===== src/rtl/ftdi_pixel_unpacker_if.sv =====
// rtl/ftdi_pixel_unpacker_if.sv - byte input and framebuffer write bundle for the pixel unpacker
interface ftdi_pixel_unpacker_if #(
  parameter int ADDR_W = 12
);
  logic [7:0]        rx_data;
  logic              rx_valid;
  logic              fb_wr_en;
  logic [ADDR_W-1:0] fb_wr_addr;
  logic [23:0]       fb_wr_data;
  logic              buf_sel;
  logic              frame_done;
  logic              frame_err;

  modport master (
    output rx_data, rx_valid,
    input  fb_wr_en, fb_wr_addr, fb_wr_data, buf_sel, frame_done, frame_err
  );

  modport slave (
    input  rx_data, rx_valid,
    output fb_wr_en, fb_wr_addr, fb_wr_data, buf_sel, frame_done, frame_err
  );
endinterface


===== src/rtl/ftdi_pixel_unpacker.sv =====
// rtl/ftdi_pixel_unpacker.sv - A5 5A framed RGB byte stream to double-buffered framebuffer writes
module ftdi_pixel_unpacker #(
  parameter int PIXELS  = 4096,
  parameter int ADDR_W  = 12,
  parameter int TIMEOUT = 1024
) (
  input logic                   clk_60,
  input logic                   rst,
  ftdi_pixel_unpacker_if.slave  bus
);

  typedef enum logic [1:0] {
    HUNT  = 2'd0,
    SYNC2 = 2'd1,
    PIXEL = 2'd2
  } state_t;

  localparam int IDLE_W = $clog2(TIMEOUT + 1);
  localparam logic [IDLE_W-1:0] IDLE_LAST = IDLE_W'(TIMEOUT - 1);
  localparam logic [ADDR_W:0]   PIX_LAST  = (ADDR_W + 1)'(PIXELS - 1);
  localparam logic [7:0]        SYNC_A    = 8'hA5;
  localparam logic [7:0]        SYNC_B    = 8'h5A;

  state_t            state_q;
  logic [1:0]        phase_q;
  logic [ADDR_W:0]   pix_q;
  logic [IDLE_W-1:0] idle_q;
  logic [7:0]        r_q;
  logic [7:0]        g_q;
  logic              fb_wr_en_q;
  logic [ADDR_W-1:0] fb_wr_addr_q;
  logic [23:0]       fb_wr_data_q;
  logic              buf_sel_q;
  logic              frame_done_q;
  logic              frame_err_q;

  logic              idle_expire_d;
  logic [IDLE_W-1:0] idle_d;
  logic [ADDR_W:0]   pix_d;

  // The TIMEOUT-th consecutive idle cycle aborts; a byte in that cycle wins.
  assign idle_expire_d = !bus.rx_valid && (idle_q == IDLE_LAST);
  assign idle_d        = idle_q + IDLE_W'(1);
  assign pix_d         = pix_q + (ADDR_W + 1)'(1);

  always_ff @(posedge clk_60) begin
    if (rst) begin
      state_q      <= HUNT;
      phase_q      <= 2'd0;
      pix_q        <= '0;
      idle_q       <= '0;
      r_q          <= 8'd0;
      g_q          <= 8'd0;
      fb_wr_en_q   <= 1'b0;
      fb_wr_addr_q <= '0;
      fb_wr_data_q <= 24'd0;
      buf_sel_q    <= 1'b0;
      frame_done_q <= 1'b0;
      frame_err_q  <= 1'b0;
    end else begin
      fb_wr_en_q   <= 1'b0;
      frame_done_q <= 1'b0;
      frame_err_q  <= 1'b0;
      case (state_q)
        HUNT: begin
          idle_q <= '0;
          if (bus.rx_valid && bus.rx_data == SYNC_A) begin
            state_q <= SYNC2;
          end
        end
        SYNC2: begin
          if (bus.rx_valid) begin
            idle_q <= '0;
            if (bus.rx_data == SYNC_B) begin
              state_q <= PIXEL;
              phase_q <= 2'd0;
              pix_q   <= '0;
            end else if (bus.rx_data != SYNC_A) begin
              state_q <= HUNT;
            end
          end else if (idle_expire_d) begin
            state_q     <= HUNT;
            idle_q      <= '0;
            frame_err_q <= 1'b1;
          end else begin
            idle_q <= idle_d;
          end
        end
        PIXEL: begin
          if (bus.rx_valid) begin
            idle_q <= '0;
            case (phase_q)
              2'd0: begin
                r_q     <= bus.rx_data;
                phase_q <= 2'd1;
              end
              2'd1: begin
                g_q     <= bus.rx_data;
                phase_q <= 2'd2;
              end
              default: begin
                phase_q      <= 2'd0;
                fb_wr_en_q   <= 1'b1;
                fb_wr_addr_q <= pix_q[ADDR_W-1:0];
                fb_wr_data_q <= {r_q, g_q, bus.rx_data};
                pix_q        <= pix_d;
                if (pix_q == PIX_LAST) begin
                  state_q      <= HUNT;
                  pix_q        <= '0;
                  frame_done_q <= 1'b1;
                  buf_sel_q    <= ~buf_sel_q;
                end
              end
            endcase
          end else if (idle_expire_d) begin
            state_q     <= HUNT;
            idle_q      <= '0;
            phase_q     <= 2'd0;
            pix_q       <= '0;
            frame_err_q <= 1'b1;
          end else begin
            idle_q <= idle_d;
          end
        end
        default: begin
          state_q <= HUNT;
          idle_q  <= '0;
        end
      endcase
    end
  end

  assign bus.fb_wr_en   = fb_wr_en_q;
  assign bus.fb_wr_addr = fb_wr_addr_q;
  assign bus.fb_wr_data = fb_wr_data_q;
  assign bus.buf_sel    = buf_sel_q;
  assign bus.frame_done = frame_done_q;
  assign bus.frame_err  = frame_err_q;

endmodule


===== src/flat_wrapper.sv =====
// flat-port wrapper written by rule: the top's interface ports become plain ports
module ftdi_pixel_unpacker_flat 
#(
  parameter int PIXELS  = 4096,
  parameter int ADDR_W  = 12,
  parameter int TIMEOUT = 1024
)
  (clk_60, rst, bus_rx_data, bus_rx_valid, bus_fb_wr_en, bus_fb_wr_addr, bus_fb_wr_data, bus_buf_sel, bus_frame_done, bus_frame_err);
  ftdi_pixel_unpacker_if #(.ADDR_W(ADDR_W)) bus_i ();
  input logic clk_60;
  input logic rst;
  input wire logic [$bits(bus_i.rx_data)-1:0] bus_rx_data;
  input wire logic [$bits(bus_i.rx_valid)-1:0] bus_rx_valid;
  output wire logic [$bits(bus_i.fb_wr_en)-1:0] bus_fb_wr_en;
  output wire logic [$bits(bus_i.fb_wr_addr)-1:0] bus_fb_wr_addr;
  output wire logic [$bits(bus_i.fb_wr_data)-1:0] bus_fb_wr_data;
  output wire logic [$bits(bus_i.buf_sel)-1:0] bus_buf_sel;
  output wire logic [$bits(bus_i.frame_done)-1:0] bus_frame_done;
  output wire logic [$bits(bus_i.frame_err)-1:0] bus_frame_err;
  assign bus_i.rx_data = bus_rx_data;
  assign bus_i.rx_valid = bus_rx_valid;
  assign bus_fb_wr_en = bus_i.fb_wr_en;
  assign bus_fb_wr_addr = bus_i.fb_wr_addr;
  assign bus_fb_wr_data = bus_i.fb_wr_data;
  assign bus_buf_sel = bus_i.buf_sel;
  assign bus_frame_done = bus_i.frame_done;
  assign bus_frame_err = bus_i.frame_err;
  ftdi_pixel_unpacker #(.PIXELS(PIXELS), .ADDR_W(ADDR_W), .TIMEOUT(TIMEOUT)) u_core (.clk_60(clk_60), .rst(rst), .bus(bus_i));
endmodule

===== config.mk =====
export PLATFORM = sky130hd
export DESIGN_NAME = ftdi_pixel_unpacker_flat
export DESIGN_NICKNAME = d
export VERILOG_FILES = /design/src/rtl/ftdi_pixel_unpacker_if.sv /design/src/rtl/ftdi_pixel_unpacker.sv /design/src/flat_wrapper.sv
export SDC_FILE = /design/constraint.sdc
export NUM_CORES = 1
export LEC_CHECK = 0
export BUFFER_PORTS_ARGS = -buffer_cell sky130_fd_sc_hd__buf_2
export CAP_MARGIN = 20
export CORE_AREA = 2 2 82 84
export CTS_CLUSTER_SIZE = 10
export DETAILED_ROUTE_END_ITERATION = 12
export DIE_AREA = 0 0 84 86
export HOLD_SLACK_MARGIN = 0.15
export PLACE_DENSITY_LB_ADDON = 0.1
export REMOVE_ABC_BUFFERS = 1
export SYNTH_ARGS = -nofsm -noshare
export SYNTH_HDL_FRONTEND = slang
export SYNTH_SLANG_ARGS = --single-unit

===== constraint.sdc =====
create_clock -name clk_60 -period 2.5 [get_ports clk_60]
set_input_delay 0.125 -clock clk_60 [delete_from_list [all_inputs] [get_ports clk_60]]
set_output_delay 0.125 -clock clk_60 [all_outputs]
set_load 0.02 [all_outputs]

==> Yosys cells after proc, flatten, opt, wreduce, memory -nomap -nowiden <==
Index checks and enable logic that the tools add are counted.
{ "word_totals": {"regBits": 84, "mem_count": 0, "ram_bits": 0, "latchBits": 0, "in_bits": 11, "mem_bits_ro": 0} }
{ "op_classes": {"multipliers": 0, "bitwise": 5, "n_eq_ne": 15, "div_mod_pow": 0, "order_cmp": 0, "muxes": 25, "n_shift": 0, "addsub": 2, "reduce_logical": 19} }
{ "ops": {"columns": ["operator", "n"], "rows": [
  ["13-bit two-way mux", 6],
  ["13-bit case mux with 2 select lines", 1],
  ["2-bit two-way mux", 12],
  ["13-bit by 1-bit adder with 13-bit output, second input constant", 1],
  ["13-bit by 12-bit == test with 1-bit output, second input constant", 1],
  ["4-bit AND reduction", 3],
  ["11-bit by 1-bit adder with 11-bit output, second input constant", 1],
  ["11-bit by 10-bit == test with 1-bit output, second input constant", 1],
  ["3-bit AND reduction", 3],
  ["8-bit by 7-bit == test with 1-bit output, second input constant", 1],
  ["8-bit == test, second input constant", 1],
  ["8-bit inequality test, second input constant", 1],
  ["2-bit case mux with 2 select lines", 2],
  ["3-bit by 2-bit inequality test with 1-bit output, second input constant", 2],
  ["2-bit case mux with 3 select lines", 1],
  ["3-bit OR reduction", 2],
  ["1-bit NOT", 5],
  ["5-bit AND reduction", 1],
  ["5-bit OR reduction", 1],
  ["2-bit by 1-bit == test with 1-bit output, second input constant", 2],
  ["2-bit logical NOT", 2],
  ["2-bit by 1-bit inequality test with 1-bit output, second input constant", 2],
  ["4-bit by 2-bit inequality test with 1-bit output, second input constant", 1],
  ["2-bit OR reduction", 2],
  ["8 further kinds", 11]
]} }

==> Logic depth before layout (Yosys ltp) <==
Gate-level depths: netlist (run 1).
{ "depth": {"ltp_word": 5, "mapped_depth": 9, "mapped_depth_nobuf": 7} }

==> Least setup slack after synthesis (run 1) <==
Ideal clock, no wire load.
{ "synth_path": {"path_kind": "register to register", "from": "register u_core.pix_q[0]", "to": "register u_core.state_q[0]", "arrival_time_ns": 1.733, "stages_incl_launch_ff": 7, "setup_time_ns": 0.130, "setup_slack_ns": 0.637, "n_path_buf": 0, "required_time_ns": 2.370, "synth_period_minus_slack_ns": 1.863, "cell_sequence": "dfxtp_1 -> ha_1 -> nand3_1 -> or4_1 -> nor3b_1 -> o211a_1 -> o32ai_1"} }
{ "synth_between": {"elab_chain_cells": 3} }
{ "synth_rtl": {"columns": ["element", "line_no", "rtl"], "rows": [
  ["start: declaration", "ftdi_pixel_unpacker.sv:26", "logic [ADDR_W:0] pix_q;"],
  ["start signal: assignment", "ftdi_pixel_unpacker.sv:106", "pix_q <= pix_d;"],
  ["13-bit by 12-bit == test with 1-bit output", "ftdi_pixel_unpacker.sv:107", "if (pix_q == PIX_LAST) begin"],
  ["3-bit by 2-bit inequality test with 1-bit output (no line)", null, null],
  ["4-bit AND reduction (no line)", null, null],
  ["end signal: assignment", "ftdi_pixel_unpacker.sv:108", "state_q <= HUNT;"],
  ["end signal: assignment", "ftdi_pixel_unpacker.sv:116", "state_q <= HUNT;"],
  ["end signal: assignment", "ftdi_pixel_unpacker.sv:126", "state_q <= HUNT;"],
  ["end: declaration", "ftdi_pixel_unpacker.sv:24", "state_t state_q;"]
]} }
Every way passes these cells.
A chain may end at the register's enable or synchronous reset.

==> Final worst setup path (run 1) <==
{ "layout_path": {"from": "register u_core.pix_q[0]", "to": "register u_core.pix_q[4]"} }
{ "layout_between": {"elab_chain_cells": 5, "word_cells_on_any_way": 6} }
{ "layout_rtl": {"columns": ["element", "line_no", "rtl"], "rows": [
  ["13-bit by 1-bit adder with 13-bit output / 13-bit by 12-bit == test with 1-bit output (equally long branches)", "ftdi_pixel_unpacker.sv:44, ftdi_pixel_unpacker.sv:107", null],
  ["13-bit two-way mux *", "ftdi_pixel_unpacker.sv:107", null],
  ["13-bit two-way mux *", "ftdi_pixel_unpacker.sv:92", "case (phase_q)"],
  ["13-bit two-way mux *", "ftdi_pixel_unpacker.sv:90", "if (bus.rx_valid) begin"],
  ["13-bit case mux with 2 select lines *", "ftdi_pixel_unpacker.sv:64", "case (state_q)"]
]} }
Mark *: on every way between the ends. The rest lies on a longest branch, timed or not. The select of a mux whose other input is x is not followed.

==> summary.txt, run 1 <==
Outcome
  • Outcome: completed

Yosys
  • Mapped Area: 3470 sq um
  • Most common library cells after synthesis: nand2_1, dfxtp_1, a21oi_1, nor2_1, clkbuf_1
  • Synth async-reset ratio: 0%
  • Post-synth top area cell: dfxtp_1
  • Seq/Total Area, Yosys: 48.5%
  • Synth top area share: 48.5%
  • Post-synth top flop: dfxtp_1
  • Synth cell types: 45
  • Syn. warnings: 0
  • Most frequent cell after synthesis: nand2_1
  • Syn_area_per_cell: 8.12 sq um
  • Largest cells by area after synthesis: dfxtp_1, nand2_1, a21oi_1, nor2_1, clkbuf_1
  • Gate Count Post-Synth: 427
  • Number of synthesized flops with an enable pin: 0
  • Seq cells post-synth: 84

Clock tree
  • Reg clk slew, reported paths: 0.08 ns
  • CTS max path bufs: 2
  • Clk sinks: 84
  • Post-CTS resize count: 0
  • Worst skew pair latency: 0.35 ns
  • Root buffer cell: clkbuf_8
  • CTS Buf Count: 9
  • TritonCTS clock tree: built
  • H-Tree Level Count: 3

Floorplan
  • Row cnt: 29
  • Die Y: 86 microns
  • Starting Density: 55.3%
  • Io pins: 51
  • Die footprint: 7220 sq um
  • Core ar.: 6280 sq um
  • Die X: 84 microns

Drt
  • Total wire length: 7340 microns
  • Drt first-iter violations: 142
  • Initial DRT Pass Iterations: 4
  • DR DRC count: 0
  • Wirelength per Cell: 13.0 microns
  • Via count: 3086
  • Vias/cell: 5.48
  • ANT nets after route: 0

GRT
  • Pin count of the biggest net entering global routing: 38
  • GRT Total Usage: 21.1%
  • First-pass GRT wire length: 12500 microns
  • Total gr overflow: 0
  • Initial antenna violation count: 0
  • Vias in the first global route: 2812

Worst setup path
  • Critical R2R Launch: u_core.pix_q[0]$_SDFFE_PP0P_
  • Data required, critical path: 2.71 ns
  • Slowest cell on crit path: nor4_2
  • CP cell instances: ha_1 -> nand3_1 -> nor4_2 -> nor2_1 -> a21oi_1 -> o32ai_1
  • Worst setup EP type: flip-flop
  • Worst EP arrival: 2.38 ns
  • CP peak stage delay: 0.59 ns
  • Critical path class: reg2reg
  • Critical path startpoint category: flip-flop
  • CP Max Fanout: 10
  • CP startpoint: u_core.pix_q[0]$_SDFFE_PP0P_

Cells and area
  • Finished Cell Area: 4090 sq um
  • # fillers: 551
  • Finished Core Util: 65.2%
  • Fin nets: 498
  • N_diodes: 0
  • Multi-input combinational cell area: 1670 sq um
  • Area grow syn2layout: 18.0%
  • Reg area: 1680 sq um
  • Layout cells sized above 1: 16.5%
  • Final non-filler cell total: 563

STA
  • F_max: 462 MHz
  • Setup ws final: 0.338 ns
  • Tmin final: 2.16 ns
  • Slew @ Worst Pin: 0.623 ns
  • Slew HR: 58.3%
  • Skew final: 0.00854 ns
  • RSZ-0062 raised after global routing: false
  • Crit share post-route: 86.5%
  • Setup violations, final: 0
  • Final TNS setup: 0 ns
  • Slew Limit Fails: 0
  • Final hold vios: 0

Placement
  • Placed Instance Area: 3790 sq um
  • Pre-CTS WS: 0.392 ns
  • Port buffer count: 50
  • Routability Congestion: 0.855
  • Placed cell count: 539
  • Final HPWL from detailed placement: 4970 microns

Worst hold path
  • Hold_sp: bus_rx_valid
  • Worst Hold Class: in2reg

Pwr
  • Power Density: 616 nW/um^2
  • Leakage: 1.51 nW
  • Worst vdd ir: 0.483 mV

Job
  • Max-cap viol count: 0
==> through the flow <==
stage	power [mW]	hold WS (ns)
floorplan	1.41	0.194
finish	2.52	0.230
global placement	1.47	0.418
global route	2.61	0.247
detailed placement	1.47	0.426
CTS	2.55	0.217
==> final cells by class <==
class	instances	share of cell area, %
Timing Repair Buffer	66	9.54
Multi-Input combinational cell	312	40.8
Tap cell	77	2.35
Sequential cell	84	41.1
Clock inverter	5	2.05
Inverter	8	0.734
Clock buffer	11	3.45
==> critical path: cells and delay by family (launching register included) <==
family / cells / cell delay, ns
AND/OR/NAND/NOR: 3 / 1.11
flip-flops: 1 / 0.41
AO/OA/AOI/OAI: 2 / 0.30
adder cells (fa/ha/maj): 1 / 0.22
==> power by group <==
| group | switching, mW | internal [mW] | total, mW |
|---|---|---|---|
| clock | 0.481 | 0.594 | 1.07 |
| combinational | 0.0652 | 0.0404 | 0.106 |
| sequential | 0.00209 | 1.34 | 1.34 |
| total | 0.548 | 1.97 | 2.52 |
==> kinds of logic (layout without fill, tap and decap cells) <==
logic type | Yosys count | after routing | synth area share (%)
multiplexers | 3 | 3 | 0.866
AND/OR/NAND/NOR | 207 | 207 | 28.6
AO/OA/AOI/OAI | 87 | 87 | 14.2
flip-flops | 84 | 84 | 48.5
XOR/XNOR | 9 | 9 | 2.27
adder cells (fa/ha/maj) | 6 | 6 | 2.16
buffers and inverters | 31 | 90 | 3.39
==> placed cells by master (no fill, tap or decap), types with 5 or more instances in the layout <==
cell	count
buf_2	50
nand2b_1	8
nor3_1	6
ha_1	6
nand2_1	117
nand4_1	7
o21ai_0	6
nor2_1	22
xor2_1	7
dlygate4sd3_1	8
nand3_1	13
clkbuf_8	10
a21oi_1	64
buf_4	8
inv_1	8
dfxtp_1	84
or3_1	5
==> state kept, by name, indices dropped and copies added (netlist names) <==
register,flops
u_core.bus.buf_sel,1
u_core.state_q,2
u_core.phase_q,2
u_core.pix_q,13
u_core.r_q,8
u_core.bus.frame_err,1
u_core.g_q,8
u_core.bus.fb_wr_addr,12
u_core.idle_q,11
u_core.bus.frame_done,1
u_core.bus.fb_wr_en,1
u_core.bus.fb_wr_data,24
==> final timing paths <==
path,slack (ns),to,cells past startpoint
worst max register to register,0.34,u_core.pix_q[4]$_SDFFE_PP0P_,6
worst max-delay path,0.34,u_core.pix_q[4]$_SDFFE_PP0P_,6
worst min register to register,0.45,u_core.bus.fb_wr_data[8]$_SDFFE_PP0P_,2
worst min-delay path,0.23,u_core.pix_q[12]$_SDFFE_PP0P_,3
==> per-layer routing <==
layer,vias up,global-route usage [%],wire (microns)
met1,1443,26.3,3390
met2,70,35.7,3550
met5,-,0,0
met3,12,5.20,267
li1,1561,-,-
met4,0,7.92,127
==> repair_timing <==
item                       4_1_cts  5_1_grt
hold buffers                     8        0
setup buffers                    0        0
hold endpoints to repair        24        0
setup endpoints to repair        0        0
No activity file was read; power rests on OpenSTA's default activity.
==> inputs of run 2 (changes only) <==
--- a/config.mk
+++ b/config.mk
@@ -5,12 +5,13 @@
 export SDC_FILE = /design/constraint.sdc
 export NUM_CORES = 1
 export LEC_CHECK = 0
+export ABC_AREA = 1
 export BUFFER_PORTS_ARGS = -buffer_cell sky130_fd_sc_hd__buf_2
 export CAP_MARGIN = 20
-export CORE_AREA = 2 2 82 84
+export CORE_AREA = 2 2 83 85
 export CTS_CLUSTER_SIZE = 10
 export DETAILED_ROUTE_END_ITERATION = 12
-export DIE_AREA = 0 0 84 86
+export DIE_AREA = 0 0 85 87
 export HOLD_SLACK_MARGIN = 0.15
 export PLACE_DENSITY_LB_ADDON = 0.1
 export REMOVE_ABC_BUFFERS = 1
==> summary.txt, run 2 <==
Outcome
  • Outcome: completed

Yosys
  • Post-synth top flop: dfxtp_1
  • Syn. warnings: 0 (unchanged)
  • Gate Count Post-Synth: 483 (+13%)
  • Synth cell types: 32 (-29%)
  • Mapped Area: 3580 sq um (+3.2%)
  • Syn_area_per_cell: 7.41 sq um (-8.7%)
  • Seq/Total Area, Yosys: 47.0% (-1.5 points)
  • Most common library cells after synthesis: nor2_1, dfxtp_1, nand2_1, o21ai_0, a21oi_1
  • Synth top area share: 47.0% (-1.5 points)
  • Largest cells by area after synthesis: dfxtp_1, nor2_1, nand2_1, o21ai_0, a21oi_1
  • Synth async-reset ratio: 0% (unchanged)
  • Post-synth top area cell: dfxtp_1
  • Seq cells post-synth: 84 (unchanged)
  • Number of synthesized flops with an enable pin: 0 (unchanged)
  • Most frequent cell after synthesis: nor2_1

Placement
  • Placed cell count: 598 (+11%)
  • Routability Congestion: 0.801 (-6.3%)
  • Port buffer count: 50 (unchanged)
  • Final HPWL from detailed placement: 5170 microns (+4.1%)

STA
  • Final hold vios: 0 (unchanged)
  • Hold WS: 0.453 ns (+0.223 ns)
  • Tmin final: 1.90 ns (-0.266 ns)
  • Slew Limit Fails: 0 (unchanged)
  • Slew HR: 49.6% (-8.7 points)
  • Final TNS setup: 0 ns (unchanged)
  • Setup violations, final: 0 (unchanged)
  • Skew final: 0.0124 ns (+0.00387 ns)
  • Slew @ Worst Pin: 0.755 ns (+0.131 ns)
  • RSZ-0062 raised after global routing: false
  • Crit share post-route: 75.9% (-11 points)
  • F_max: 527 MHz (+14%)

Floorplan
  • Row cnt: 30 (+3.4%)
  • Io pins: 51 (unchanged)
  • Die footprint: 7400 sq um (+2.4%)
  • Core ar.: 6570 sq um (+4.6%)
  • Die Y: 87 microns (+1.2%)
  • Starting Density: 54.5% (-0.74 points)
  • Die X: 85 microns (+1.2%)

GRT
  • GRT Total Usage: 21.6% (+0.43 points)
  • Pin count of the biggest net entering global routing: 52 (+37%)
  • First-pass GRT wire length: 12800 microns (+2.4%)
  • Total gr overflow: 0 (unchanged)
  • Initial antenna violation count: 0 (unchanged)
  • Vias in the first global route: 2792 (-0.71%)

Drt
  • Met3 routed WL: 234 microns (-12%)
  • Wirelength per Cell: 12.3 microns (-5.5%)
  • Initial DRT Pass Iterations: 4 (unchanged)
  • Total wire length: 7690 microns (+4.7%)
  • DR DRC count: 0 (unchanged)
  • DR WL met2: 3790 microns (+6.6%)
  • ANT nets after route: 0 (unchanged)
  • M1 WL: 3600 microns (+6.0%)
  • Via count: 3152 (+2.1%)
  • Vias/cell: 5.05 (-7.8%)
  • Top Metal Used: met4
  • Drt first-iter violations: 150 (+5.6%)

Clock tree
  • Reg clk slew, reported paths: 0.09 ns (about the same)
  • Worst skew pair latency: 0.35 ns (about the same)
  • Root buffer cell: clkbuf_8
  • TritonCTS clock tree: built
  • H-Tree Level Count: 3 (unchanged)
  • CTS max path bufs: 2 (unchanged)
  • Clk sinks: 84 (unchanged)
  • CTS Buf Count: 9 (unchanged)

Worst hold path
  • Hold EP: u_core.idle_q[0]$_SDFF_PP0_
  • Hold Path Depth: 1 (-2)
  • Worst Hold Class: reg2reg
  • Hold_sp: u_core.idle_q[0]$_SDFF_PP0_

Pwr
  • Combinational power share: 19.7% (+15 points)
  • Leakage: 1.89 nW (+25%)
  • Power Density: 717 nW/um^2 (+16%)
  • Power share of the sequential group: 50.3% (-2.9 points)
  • Clk pwr share: 30.0% (-13 points)
  • Int Pwr: 1.99 mW (+1.1%)
  • Switch Pwr: 984 uW (+79%)
  • Switching power share of the total: 33.0% (+11 points)
  • Total Power: 2.98 mW (+18%)
  • Worst vdd ir: 0.392 mV (-19%)

Worst setup path
  • Worst EP arrival: 2.14 ns (-0.24 ns)
  • Worst setup EP type: flip-flop
  • R2r worst-path depth: 10 (+4)
  • CP startpoint: u_core.state_q[0]$_SDFFE_PP0P_
  • R2R Path End: u_core.pix_q[1]$_SDFFE_PP0P_
  • Critical path class: reg2reg
  • CP Max Fanout: 15 (+5)
  • Critical path startpoint category: flip-flop
  • Critical R2R Launch: u_core.state_q[0]$_SDFFE_PP0P_
  • Data required, critical path: 2.75 ns (+0.04 ns)
  • Worst R2R Setup Slack: 0.60 ns (+0.27 ns)

Cells and area
  • N_diodes: 0 (unchanged)
  • Final non-filler cell total: 624 (+11%)
  • Layout cells sized above 1: 18.2% (+1.7 points)
  • Area grow syn2layout: 15.9%
  • Commonest non-fill, non-tap cell in the layout: nor2_1
  • Max FFs per register: 24 (unchanged)
  • Fin nets: 556 (+12%)
  • Most frequent cells in the layout: nor2_1, dfxtp_1, nand2_1
  • Finished Core Util: 63.2% (-2.0 points)

Job
  • Max-cap viol count: 0 (unchanged)
==> run 2: what timing repair did <==
action | CTS | global route
endpoints found under the hold margin | 34 | 0
resized for setup | 0 | 0
hold buffers | 10 | 0
buffers inserted | 0 | 0
==> run 2: worst max-delay path by stage <==
stage	end	cells after the start
3_5_place_dp	u_core.pix_q[1]$_SDFFE_PP0P_	10
3_3_place_gp	u_core.pix_q[5]$_SDFFE_PP0P_	10
2_1_floorplan	u_core.bus.fb_wr_addr[9]$_SDFFE_PP0P_	7
5_1_grt	u_core.pix_q[0]$_SDFFE_PP0P_	10
4_1_cts	u_core.pix_q[1]$_SDFFE_PP0P_	10
6_report	u_core.pix_q[1]$_SDFFE_PP0P_	10
==> run 2: per-layer routing <==
metal / up-vias / track usage, %
met5: - / 0
li1: 1662 / -
met3: 6 / 4.17
met2: 49 / 35.4
met1: 1435 / 28.0
met4: 0 / 8.80
==> run 2: per-stage QoR <==
stage | setup slack [ns] | instance area (sq um)
final | 0.604 | 4150
after global placement | 0.717 | 3870
after floorplan | 0.0565 | 3500
after global routing | 0.390 | 4150
after CTS | 0.588 | 4150
after detailed placement | 0.595 | 3870
==> run 2: kinds of logic (layout without fill, tap and decap cells) <==
| group | after synthesis | in the layout | synth area share, % |
|---|---|---|---|
| buffers and inverters | 62 | 123 | 6.92 |
| XOR/XNOR | 6 | 6 | 1.47 |
| flip-flops | 84 | 84 | 47.0 |
| AO/OA/AOI/OAI | 97 | 97 | 14.0 |
| adder cells (fa/ha/maj) | 6 | 6 | 2.10 |
| AND/OR/NAND/NOR | 228 | 228 | 28.6 |
==> run 2: layout make-up <==
cell class	instances	area (sq um)
Tap cell	80	100
Multi-Input combinational cell	337	1650
Fill cell	585	2420
Sequential cell	84	1680
Inverter	44	165
Clock inverter	7	56.3
Clock buffer	9	124
Timing Repair Buffer	63	373
==> run 2: power groups by stage <==
stage	registers (mW)	clock network, mW	logic, mW
6_report	1.50	0.893	0.586
5_1_grt	1.51	0.966	0.665
3_5_place_dp	1.53	0	0.571
2_1_floorplan	1.54	0	0.406
3_3_place_gp	1.52	0	0.553
4_1_cts	1.50	0.912	0.588
==> run 2: critical path: stages (launching register included) <==
cell     delay [ns]
dfxtp_1        0.38
inv_1          0.10
ha_1           0.26
nand2_1        0.15
nor2_2         0.06
nor2_2         0.20
nand3_4        0.21
inv_2          0.21
nand2_2        0.08
nand2_2        0.10
nor2_1         0.05
==> inputs of run 3 (changes only) <==
==> constraint.sdc (replaced) <==
create_clock -name clk_60 -period 1.75 [get_ports clk_60]
set_input_delay 0.0875 -clock clk_60 [delete_from_list [all_inputs] [get_ports clk_60]]
set_output_delay 0.0875 -clock clk_60 [all_outputs]
set_load 0.02 [all_outputs]
==> summary.txt, run 3 (synthesized netlist as in run 2, its figures left out) <==
Pwr
  • Worst vdd ir: 0.735 mV (+87%)
  • Power Density: 1050 nW/um^2 (+46%)
  • Leakage: 1.99 nW (+5.1%)

GRT
  • GRT Total Usage: 21.8% (+0.28 points)
  • Total gr overflow: 0 (unchanged)
  • First-pass GRT wire length: 13100 microns (+2.5%)
  • Vias in the first global route: 2928 (+4.9%)
  • Pin count of the biggest net entering global routing: 33 (-37%)
  • Initial antenna violation count: 0 (unchanged)

Worst setup path
  • Worst setup EP type: flip-flop
  • CP Max Fanout: 17 (+2)
  • Critical path startpoint category: flip-flop
  • CP peak stage delay: 0.32 ns (-0.06 ns)
  • Data required, critical path: 2.04 ns (-0.71 ns)
  • Critical path class: reg2reg
  • Slowest cell on crit path: dfxtp_2
  • CP cell instances: inv_1 -> ha_2 -> nand2_2 -> nor2_2 -> inv_2 -> nor2_4 -> buf_12 -> o21ai_0 -> a21oi_1
  • Worst EP arrival: 1.91 ns (-0.23 ns)

Floorplan
  • Core ar.: 6570 sq um (unchanged)
  • Io pins: 51 (unchanged)
  • Row cnt: 30 (unchanged)
  • Die footprint: 7400 sq um (unchanged)
  • Die Y: 87 microns (unchanged)
  • Die X: 85 microns (unchanged)
  • Starting Density: 54.5% (unchanged)

Drt
  • Wirelength per Cell: 12.8 microns (+4.0%)
  • Total wire length: 8200 microns (+6.7%)
  • Via count: 3229 (+2.4%)
  • ANT nets after route: 0 (unchanged)
  • Drt first-iter violations: 210 (+40%)
  • Initial DRT Pass Iterations: 4 (unchanged)
  • Vias/cell: 5.05 (-0.12%)
  • DR DRC count: 0 (unchanged)

Cells and area
  • Most frequent cells in the layout: nor2_1, dfxtp_1, nand2_1
  • # fillers: 594 (+1.5%)
  • Finished Cell Area: 4370 sq um (+5.2%)
  • Max FFs per register: 24 (unchanged)
  • Area grow syn2layout: 22.0%
  • N_diodes: 0 (unchanged)
  • Commonest non-fill, non-tap cell in the layout: nor2_1
  • Fin nets: 572 (+2.9%)
  • Layout cells sized above 1: 23.2% (+5.0 points)

STA
  • Setup violations, final: 0 (unchanged)
  • F_max: 616 MHz (+17%)
  • Slew HR: 80.0% (+30 points)
  • Crit share post-route: 92.7% (+17 points)
  • Slew @ Worst Pin: 0.298 ns (-0.457 ns)
  • Final hold vios: 0 (unchanged)
  • Tmin final: 1.62 ns (-0.274 ns)
  • Slew Limit Fails: 0 (unchanged)
  • Skew final: 0.0202 ns (+0.00782 ns)
  • Final TNS setup: 0 ns (unchanged)
  • Setup ws final: 0.128 ns (-0.476 ns)

Placement
  • Placed Instance Area: 3940 sq um (+1.7%)
  • Routability Congestion: 0.881 (+9.9%)
  • Pre-CTS WS: 0.0394 ns (-0.556 ns)
  • Port buffer count: 50 (unchanged)
  • Final HPWL from detailed placement: 5460 microns (+5.6%)

Clock tree
  • TritonCTS clock tree: built
  • CTS max path bufs: 2 (unchanged)
  • CTS Buf Count: 9 (unchanged)
  • H-Tree Level Count: 3 (unchanged)
  • Root buffer cell: clkbuf_8
  • Worst skew pair latency: 0.36 ns (about the same)
  • Clk sinks: 84 (unchanged)
  • Reg clk slew, reported paths: 0.10 ns (about the same)

Worst hold path
  • Worst Hold Class: reg2reg

Outcome
  • Outcome: completed

Job
  • Max-cap viol count: 0 (unchanged)
[run 3: cell types whose count changed in the layout (fill, tap and decap cells not counted), moves of 2 or more]
cell	before	now
ha_2	0	3
nor2_1	101	99
buf_12	0	2
ha_1	6	3
buf_4	3	15
nand2_1	75	71
dfxtp_2	0	5
nand2_2	5	9
dfxtp_1	84	79
[run 3: cell type report]
| class | count | area [sq um] | share of cell area, % |
|---|---|---|---|
| clock buffers | 9 | 124 | 2.84 |
| clock inverters | 7 | 81.3 | 1.86 |
| repair buffers | 78 | 514 | 11.8 |
| flip-flops and latches | 84 | 1690 | 38.6 |
| inverters | 44 | 168 | 3.84 |
| well taps | 80 | 100 | 2.29 |
| multi-input cells | 338 | 1690 | 38.8 |
[run 3: timing repair]
| item | 4_1_cts | 5_1_grt |
|---|---|---|
| hold endpoints to repair | 35 | 0 |
| setup endpoints to repair | 0 | 62 |
| buffers inserted | 0 | 6 |
| resized for setup | 0 | 18 |
| hold buffers | 10 | 0 |
[run 3: worst paths after layout]
check                           cells past startpoint                           start  slack [ns]                           to
worst max-delay path                                9  u_core.state_q[0]$_SDFFE_PP0P_        0.13   u_core.g_q[0]$_SDFFE_PP0P_
worst max register to register                      9  u_core.state_q[0]$_SDFFE_PP0P_        0.13   u_core.g_q[0]$_SDFFE_PP0P_
worst min-delay path                                1     u_core.idle_q[0]$_SDFF_PP0_        0.42  u_core.idle_q[0]$_SDFF_PP0_
worst min register to register                      1     u_core.idle_q[0]$_SDFF_PP0_        0.42  u_core.idle_q[0]$_SDFF_PP0_
[run 3: stage by stage]
stage	power [mW]	util, %	cells	hold WS (ns)
after floorplan	2.78	-	465	0.157
after detailed placement	3.05	60.0	607	0.390
final	4.59	66.5	640	0.416
after CTS	4.48	64.6	633	0.454
after global routing	4.83	66.5	640	0.431
after global placement	3.02	60.0	607	0.374
[run 3: routing by layer]
metal	GRT usage, %	up-vias	wire [microns]
met5	0	-	0
met4	6.78	0	138
met3	3.51	13	333
met2	37.6	64	3960
met1	28.2	1451	3770
li1	-	1701	-
[run 3: worst max-delay path: cells and delay by family (launching register included)]
kind,cells,cell delay (ns)
AND/OR/NAND/NOR,3,0.40
buffers and inverters,3,0.35
flip-flops,1,0.32
AO/OA/AOI/OAI,2,0.24
adder cells (fa/ha/maj),1,0.23
[run 3: power by group]
part	total, mW	switching, mW	internal [mW]	leakage, nW
Clock	1.43	0.749	0.685	0.107
Combinational	1.00	0.634	0.369	1.20
Sequential	2.15	0.0933	2.06	0.680
Total	4.59	1.48	3.11	1.99
